==> src/rtl/piece_drop_ctrl.sv <==
// piece_drop_ctrl
// Lifecycle sequencer for the falling piece: spawn, gravity-timed descent,
// lock delay, lock, line-clear handoff and game over. Every output is
// registered; strobes are single-cycle and mutually exclusive.
module piece_drop_ctrl #(
    parameter int unsigned GRAVITY_DIV = 50_000_000,
    parameter int unsigned FAST_DIV    = 5_000_000,
    parameter int unsigned LOCK_TICKS  = 2
) (
    input  logic        clk,
    input  logic        rst,
    input  logic        start,
    input  logic        soft_drop,
    input  logic [2:0]  piece_in,
    input  logic        spawn_blocked,
    input  logic        blocked_below,
    input  logic        clear_done,
    output logic [2:0]  state,
    output logic [2:0]  piece_type,
    output logic [4:0]  drop_row,
    output logic        spawn,
    output logic        step_down,
    output logic        lock,
    output logic        clear_start,
    output logic        game_over,
    output logic [15:0] pieces_placed
);

    // Prescaler only ever holds values up to GRAVITY_DIV-1.
    localparam int unsigned PW = (GRAVITY_DIV > 2) ? $clog2(GRAVITY_DIV) : 1;
    localparam int unsigned LW = (LOCK_TICKS > 1) ? $clog2(LOCK_TICKS + 1) : 1;

    localparam logic [PW-1:0] GRAV_LAST = PW'(GRAVITY_DIV - 1);
    localparam logic [PW-1:0] FAST_LAST = PW'(FAST_DIV - 1);
    localparam logic [LW-1:0] LOCK_LAST = LW'(LOCK_TICKS - 1);
    localparam logic [4:0]    ROW_MAX   = 5'd21;

    typedef enum logic [2:0] {
        S_IDLE    = 3'd0,
        S_SPAWN   = 3'd1,
        S_FALL    = 3'd2,
        S_LOCKDLY = 3'd3,
        S_LOCK    = 3'd4,
        S_CLRREQ  = 3'd5,
        S_CLRWAIT = 3'd6,
        S_OVER    = 3'd7
    } state_t;

    state_t         cur_state;
    state_t         nxt_state;
    logic [PW-1:0]  prescaler;
    logic [PW-1:0]  nxt_prescaler;
    logic [LW-1:0]  lock_cnt;
    logic [LW-1:0]  nxt_lock_cnt;
    logic [2:0]     nxt_piece_type;
    logic [4:0]     nxt_drop_row;
    logic [15:0]    nxt_pieces_placed;
    logic           nxt_spawn;
    logic           nxt_step_down;
    logic           nxt_lock;
    logic           nxt_clear_start;
    logic           nxt_game_over;

    logic [PW-1:0]  limit_last;
    logic           tick;
    logic [PW-1:0]  prescaler_run;

    assign state = cur_state;

    // Gravity timing: limit is re-evaluated every cycle, and using >= means a
    // rate switch with the prescaler already past the new limit ticks at once.
    always_comb begin
        limit_last    = soft_drop ? FAST_LAST : GRAV_LAST;
        tick          = (prescaler >= limit_last);
        prescaler_run = tick ? '0 : prescaler + 1'b1;
    end

    // Next-state and next-output logic; strobes default low each cycle.
    always_comb begin
        nxt_state         = cur_state;
        nxt_prescaler     = prescaler;
        nxt_lock_cnt      = lock_cnt;
        nxt_piece_type    = piece_type;
        nxt_drop_row      = drop_row;
        nxt_pieces_placed = pieces_placed;
        nxt_spawn         = 1'b0;
        nxt_step_down     = 1'b0;
        nxt_lock          = 1'b0;
        nxt_clear_start   = 1'b0;

        case (cur_state)
            S_IDLE: begin
                if (start) begin
                    nxt_state         = S_SPAWN;
                    nxt_pieces_placed = '0;
                end
            end

            S_SPAWN: begin
                nxt_piece_type = piece_in;
                nxt_drop_row   = '0;
                nxt_prescaler  = '0;
                if (spawn_blocked) begin
                    nxt_state = S_OVER;
                end else begin
                    nxt_state = S_FALL;
                    nxt_spawn = 1'b1;
                end
            end

            S_FALL: begin
                nxt_prescaler = prescaler_run;
                if (tick) begin
                    if (blocked_below) begin
                        nxt_state    = S_LOCKDLY;
                        nxt_lock_cnt = '0;
                    end else if (drop_row < ROW_MAX) begin
                        nxt_drop_row  = drop_row + 5'd1;
                        nxt_step_down = 1'b1;
                    end
                end
            end

            S_LOCKDLY: begin
                nxt_prescaler = prescaler_run;
                // Losing ground wins over a coincident tick; the timer keeps
                // running so the return to FALL does not restart the period.
                if (!blocked_below) begin
                    nxt_state = S_FALL;
                end else if (tick) begin
                    if (lock_cnt == LOCK_LAST) begin
                        nxt_state = S_LOCK;
                        nxt_lock  = 1'b1;
                        if (pieces_placed != 16'hFFFF) begin
                            nxt_pieces_placed = pieces_placed + 16'd1;
                        end
                    end else begin
                        nxt_lock_cnt = lock_cnt + 1'b1;
                    end
                end
            end

            S_LOCK: begin
                nxt_state       = S_CLRREQ;
                nxt_clear_start = 1'b1;
            end

            S_CLRREQ: begin
                nxt_state = S_CLRWAIT;
            end

            S_CLRWAIT: begin
                if (clear_done) begin
                    nxt_state = S_SPAWN;
                end
            end

            S_OVER: begin
                if (start) begin
                    nxt_state         = S_SPAWN;
                    nxt_pieces_placed = '0;
                end
            end

            default: begin
                nxt_state = S_IDLE;
            end
        endcase

        nxt_game_over = (nxt_state == S_OVER);
    end

    // State and output registers with synchronous reset.
    always_ff @(posedge clk) begin
        if (rst) begin
            cur_state     <= S_IDLE;
            prescaler     <= '0;
            lock_cnt      <= '0;
            piece_type    <= '0;
            drop_row      <= '0;
            pieces_placed <= '0;
            spawn         <= 1'b0;
            step_down     <= 1'b0;
            lock          <= 1'b0;
            clear_start   <= 1'b0;
            game_over     <= 1'b0;
        end else begin
            cur_state     <= nxt_state;
            prescaler     <= nxt_prescaler;
            lock_cnt      <= nxt_lock_cnt;
            piece_type    <= nxt_piece_type;
            drop_row      <= nxt_drop_row;
            pieces_placed <= nxt_pieces_placed;
            spawn         <= nxt_spawn;
            step_down     <= nxt_step_down;
            lock          <= nxt_lock;
            clear_start   <= nxt_clear_start;
            game_over     <= nxt_game_over;
        end
    end

endmodule

==> config.mk <==
export PLATFORM = sky130hd
export DESIGN_NAME = piece_drop_ctrl
export DESIGN_NICKNAME = d
export VERILOG_FILES = /design/src/rtl/piece_drop_ctrl.sv
export SDC_FILE = /design/constraint.sdc
export NUM_CORES = 1
export LEC_CHECK = 0
export BUFFER_PORTS_ARGS = -buffer_cell sky130_fd_sc_hd__buf_2
export CORE_ASPECT_RATIO = 0.7
export CORE_UTILIZATION = 40
export DETAILED_ROUTE_END_ITERATION = 6
export MAX_ROUTING_LAYER = met4
export SLEW_MARGIN = 20
export SYNTH_ARGS = -nofsm -noshare
export SYNTH_HDL_FRONTEND = slang
export SYNTH_SLANG_ARGS = --single-unit
==> constraint.sdc <==
create_clock -name clk -period 3.15 [get_ports clk]
set_clock_uncertainty 0.05 [all_clocks]
set_input_delay 0.1575 -clock clk [delete_from_list [all_inputs] [get_ports clk]]
set_output_delay 0.1575 -clock clk [all_outputs]
set_load 0.005 [all_outputs]
-- After elaboration in Yosys (flattened, before gate mapping)
Index checks and enable logic that the tools add are counted.
W data, S select, Z words.
- latch bits: 0
- output and inout port bits: 32
- memory bits (writable): 0
- logic and storage cells: 87
- memories kept: 0
- bits in registers: 60
- memory bits (read-only): 0
- reduce and logical (&&, ||, !) cells: 13
- bitwise operators: 5
- mux-type cells: 32
- eq/ne operators: 20
- add/subtract/negate cells: 4
- shifts and indexed selects: 0
- multiply operators: 0
- div/mod/pow operators: 0
- order comparisons: 2
- operators by type and width (cell ; number):
    $mux W16 ; 5
    $mux W26 ; 2
    $pmux W26 S2 ; 1
    $pmux W16 S2 ; 1
    $add A26 B1 Y26 const B ; 1
    $ge A26 B26 Y1 ; 1
    $mux W3 ; 8
    $pmux W3 S7 ; 1
    $ne A2 B2 Y1 const B ; 9
    $add A16 B1 Y16 const B ; 1
    $ne A16 B16 Y1 const B ; 1
    $eq A3 B3 Y1 const B ; 5
    $mux W5 ; 3
    $reduce_and A6 Y1 ; 2
    $mux W2 ; 5
    $pmux W5 S2 ; 1
    $reduce_bool A2 Y1 ; 4
    $reduce_or A4 Y1 ; 2
    $eq A3 B2 Y1 const B ; 2
    $reduce_or A2 Y1 ; 3
    $add A5 B1 Y5 const B ; 1
    $lt A5 B5 Y1 const B ; 1
    $not A1 Y1 ; 5
    $mux W1 ; 4
    7 further kinds ; 7

-- Longest topological paths before layout
- word-level depth: 6
- gate-level depth with buffers: 12

-- Least setup slack after synthesis
OpenSTA, ideal clock, no wires.
- path type: register to register
- start point: register prescaler[11]
- end point: register prescaler[7]
- clock period less this slack: 2.688 ns
- arrival: 2.565 ns
- setup time: 0.073 ns
- setup slack: 0.462 ns
- cell stages (with the launch flop): 12
- required time: 3.027 ns
- path through: dfxtp_1 > ha_1 > a21o_1 > a221o_1 > a211oi_2 > a211oi_2 > or2_0 > clkbuf_2 > or3_1 > buf_6 > buf_6 > o22ai_2
- word-level cells in the longest chain between the ends: 3
- ends and longest elaborated chain (what ; line ; text):
    start, declared ; 51 ; logic [PW-1:0] prescaler;
    start signal, assigned ; 189 ; prescaler <= nxt_prescaler;
    $ge A26 B26 Y1 ; 74 ; tick = (prescaler >= limit_last);
    $mux W26 ; 75 ; prescaler_run = tick ? '0 : prescaler + 1'b1;
    $pmux W26 S2 ; 91 ; case (cur_state)
No other way between the ends.
A chain may end at the register's enable or synchronous reset.

-- Worst setup path after layout
- start point: register prescaler[12]
- end point: register prescaler[16]
- word-level cells in the longest chain between the ends: 3
- elaborated cells between the ends (all ways): 4
- ends and longest elaborated chain (what ; line):
    $add A26 B1 Y26 / $ge A26 B26 Y1 (equally long branches) ; 75, 74
    $mux W26 (*) ; 75
    $pmux W26 S2 (*) ; 91
Every way passes the cells marked *; elsewhere a longest branch is shown, timed or not.

==> metrics <==
per-instance average area after synthesis 8.25 sq um; CP Buf/Inv Count 1; initial detailed-routing violation count 164; setup repair after global routing missed its margin no; synthesis-to-layout area growth 18.7%; maximum clock insertion buffer count 2; Synth Warn # 0; Final HPWL DP 5250 um; combinational share of power 7.4%; Setup Crit Path Kind register to register; netlist area before placement 3300 sq um; register area share after synthesis 36.4%; worst-margin pin slew 0.784 ns; effective utilization at floorplan 41.5%; sequential share of power 43.5%; pre-CTS worst setup slack 0.225 ns; Slew headroom between 40% and 50%; Data required, critical path around 3.3 ns; fin worst setup slack 0.414 ns; Yosys reg bits 60; critical path's most frequent cell sky130_fd_sc_hd__a211oi_2; maximum vdd drop roughly 0.22 mV; cell count after synthesis 400; Startpoint Class register; switching share of power between 20% and 30%; DR vias/cell 5.39; router iterations before antenna repair 4; final-report max-slew violation count 0; number of H-tree levels 3; area of the die 8620 sq um; clock tree root driver cell sky130_fd_sc_hd__clkbuf_16; Reg clk slew, reported paths 0.05 ns; Post-Syn Nets 427; TritonCTS clock tree done; final cell utilization of the core about half; # IOs 42; Resized cells post-CTS 0; total negative slack 0 ns; number of nets in the layout approximately 470; shortest period the worst path allows 2.74 ns; number of clock buffers inserted by TritonCTS 9; reported leakage power 1.59 nW; ordered cell list for the critical path ha_1, and2_0, a221o_1, a211oi_2, a211oi_2, or2_0, or3_1, buf_4, o311ai_2; Die Span X 111 um; cell with the largest stage delay on the worst path sky130_fd_sc_hd__dfxtp_1; maximum number of pins on one net before global-route repair 27; RePlAce Congestion 0.785; highest achievable clock rate 366 MHz; Post-Route WL 7640 um; max-cap violations 0; total routing resource utilization after global routing 19.4%; Skew-Pair Late Insertion Delay 0.32 ns; maximum cell stage delay along the critical path 0.43 ns; number of rows created at floorplan 27; wire length per cell 13.9 um; power per unit of standard cell area roughly 460 nW/um^2; antenna cells 0; Clock Sinks 60; part of the cycle the worst path needs 86.8%; number of endpoints failing setup at the final stage 0; number of endpoints with negative hold slack in the final report 0; nature of the critical path endpoint register; total global routing overflow 0; drc violations 0; total of buffers placed on input and output ports 41; vias in the first global route 2669; worst hold-check path type primary input to register; antenna violations before repair 0; total via count after detailed routing about 3000; first-pass GRT wire length 13100 um; largest fanout of any net on the critical path 19; WP data arrival 2.91 ns; outcome finished clean; Synth cell types 51; internal power 0.00137 W; dominant delay contributor by cell family on the critical path compound AO/OA/AOI/OAI gates; antenna-violating nets left 0; area of the core 7940 sq um; switching power total 0.000448 W; chip height 78.0 um; proportion of power drawn by the clock network 49.1%; layout cells sized above 1 between 10% and 20%
==> what timing repair did <==
item                       in CTS  in global routing
hold endpoints to repair        1                  0
setup endpoints to repair       0                  0
setup buffers                   0                  0
hold buffers                    1                  0
==> flip-flops by register name, indices dropped and copies added (netlist names) <==
register / cells
pieces_placed: 16
state: 3
spawn: 1
step_down: 1
prescaler: 26
lock: 1
game_over: 1
lock_cnt: 2
drop_row: 5
clear_start: 1
piece_type: 3
==> through the flow <==
stage / std cells / cell area, sq um / hold WS [ns] / power, W
5_1_grt: 551 / 3920 / 0.0245 / 0.00190
6_report: 551 / 3920 / 0.0170 / 0.00181
3_3_place_gp: 534 / 3630 / 0.322 / 0.000936
4_1_cts: 551 / 3920 / 0.0107 / 0.00184
3_5_place_dp: 534 / 3630 / 0.312 / 0.000937
2_1_floorplan: 400 / 3300 / 0.187 / 0.000892
==> layer usage <==
metal | global-route usage, % | part of all wire [%] | up-vias
li1 | - | - | 1551
met3 | 4.53 | 4.1 | 2
met4 | 6.13 | 0.29 | 0
met5 | - | 0 | -
met1 | 27.6 | 55 | 1360
met2 | 26.8 | 41 | 56
==> worst paths after layout <==
path / slack [ns] / cells past startpoint / start / endpoint
min reg2reg: 0.40 / 2 / piece_type[0] / piece_type[0]
max reg2reg: 0.41 / 9 / prescaler[12] / prescaler[16]
max: 0.41 / 9 / prescaler[12] / prescaler[16]
min: 0.02 / 3 / piece_in[2] / piece_type[2]
==> logic make-up after synthesis <==
group           Yosys count  synth area share [%]
compound gates           85                  19.0
xor+xnor                 20                  5.31
fa+ha+maj                17                  6.45
buf+inv                  24                  3.26
flops                    60                  36.4
mux                       2                 0.683
simple gates            192                  28.8
==> worst register-to-register path: stages (launching register included) <==
cell and delay, ns:
sky130_fd_sc_hd__dfxtp_1 0.43, sky130_fd_sc_hd__ha_1 0.26, sky130_fd_sc_hd__and2_0 0.17, sky130_fd_sc_hd__a221o_1 0.32, sky130_fd_sc_hd__a211oi_2 0.27, sky130_fd_sc_hd__a211oi_2 0.13, sky130_fd_sc_hd__or2_0 0.23, sky130_fd_sc_hd__or3_1 0.30
sky130_fd_sc_hd__buf_4 0.22, sky130_fd_sc_hd__o311ai_2 0.27
==> Yosys cell counts, drive strengths merged <==
master / n / share of area (%)
inv: 7 / 0.80
a21oi: 15 / 2.3
a21o: 2 / 0.46
nor3: 6 / 0.91
nand3b: 2 / 0.46
a31oi: 3 / 0.57
o211ai: 10 / 2.3
ha: 17 / 6.4
nor2b: 7 / 1.3
a211oi: 3 / 0.99
o2111ai: 4 / 1.1
and3: 12 / 2.3
o22ai: 1 / 0.38
or3: 5 / 0.95
nor4: 5 / 0.95
xor2: 16 / 4.2
clkbuf: 14 / 1.6
a221o: 3 / 0.91
a31o: 1 / 0.27
o21bai: 1 / 0.23
nand4: 9 / 1.7
a22o: 2 / 0.53
a221oi: 1 / 0.27
nand2: 53 / 6.0
o21ai: 26 / 3.9
nand3: 29 / 4.4
nand2b: 5 / 0.95
a41o: 1 / 0.30
nand4b: 1 / 0.27
nor2: 40 / 4.6
or2: 3 / 0.57
and4b: 1 / 0.30
mux2: 2 / 0.68
and2: 4 / 0.76
o21a: 3 / 0.68
or4: 5 / 1.1
xnor2: 4 / 1.1
o311ai: 7 / 3.5
a21boi: 1 / 0.23
o31ai: 1 / 0.23
nor3b: 1 / 0.23
buf: 3 / 0.83
nor4b: 2 / 0.53
and4: 2 / 0.53
dfxtp: 60 / 36
==> placed cells by master (no fill, tap or decap), types with 3 or more instances in the layout <==
master,count
sky130_fd_sc_hd__nand2_1,53
sky130_fd_sc_hd__a21oi_1,15
sky130_fd_sc_hd__xnor2_1,4
sky130_fd_sc_hd__nor3_1,6
sky130_fd_sc_hd__dfxtp_1,60
sky130_fd_sc_hd__nand4_1,9
sky130_fd_sc_hd__o211ai_1,10
sky130_fd_sc_hd__o21ai_1,11
sky130_fd_sc_hd__o311ai_2,7
sky130_fd_sc_hd__or4_1,5
sky130_fd_sc_hd__clkinv_2,4
sky130_fd_sc_hd__nor4_1,4
sky130_fd_sc_hd__a31oi_1,3
sky130_fd_sc_hd__clkbuf_16,9
sky130_fd_sc_hd__buf_4,8
sky130_fd_sc_hd__or3_1,5
sky130_fd_sc_hd__nor2_1,40
sky130_fd_sc_hd__o21a_1,3
sky130_fd_sc_hd__nand2b_1,5
sky130_fd_sc_hd__buf_2,41
sky130_fd_sc_hd__o2111ai_1,4
sky130_fd_sc_hd__a221o_1,3
sky130_fd_sc_hd__and3_1,12
sky130_fd_sc_hd__inv_1,7
sky130_fd_sc_hd__xor2_1,16
sky130_fd_sc_hd__nor2b_1,7
sky130_fd_sc_hd__ha_1,17
sky130_fd_sc_hd__and2_1,3
sky130_fd_sc_hd__o21ai_0,15
sky130_fd_sc_hd__nand3_1,29
==> power by group through the flow <==
| stage | combinational, W | sequential (W) | clock, W |
|---|---|---|---|
| 5_1_grt | 0.000152 | 0.000792 | 0.000952 |
| 4_1_cts | 0.000133 | 0.000789 | 0.000915 |
| 6_report | 0.000134 | 0.000789 | 0.000890 |
| 3_3_place_gp | 0.000131 | 0.000805 | 0 |
| 2_1_floorplan | 0.0000988 | 0.000793 | 0 |
| 3_5_place_dp | 0.000132 | 0.000805 | 0 |
==> area by class of cell <==
cell class              count  area (sq um)
multi-input cells         316          2000
clock buffers              11           243
fillers                   746          4020
clock inverters             5          27.5
well taps                 101           126
flip-flops and latches     60          1200
repair buffers             51           295
inverters                   7          26.3
Power figures use the tool's default switching activity.
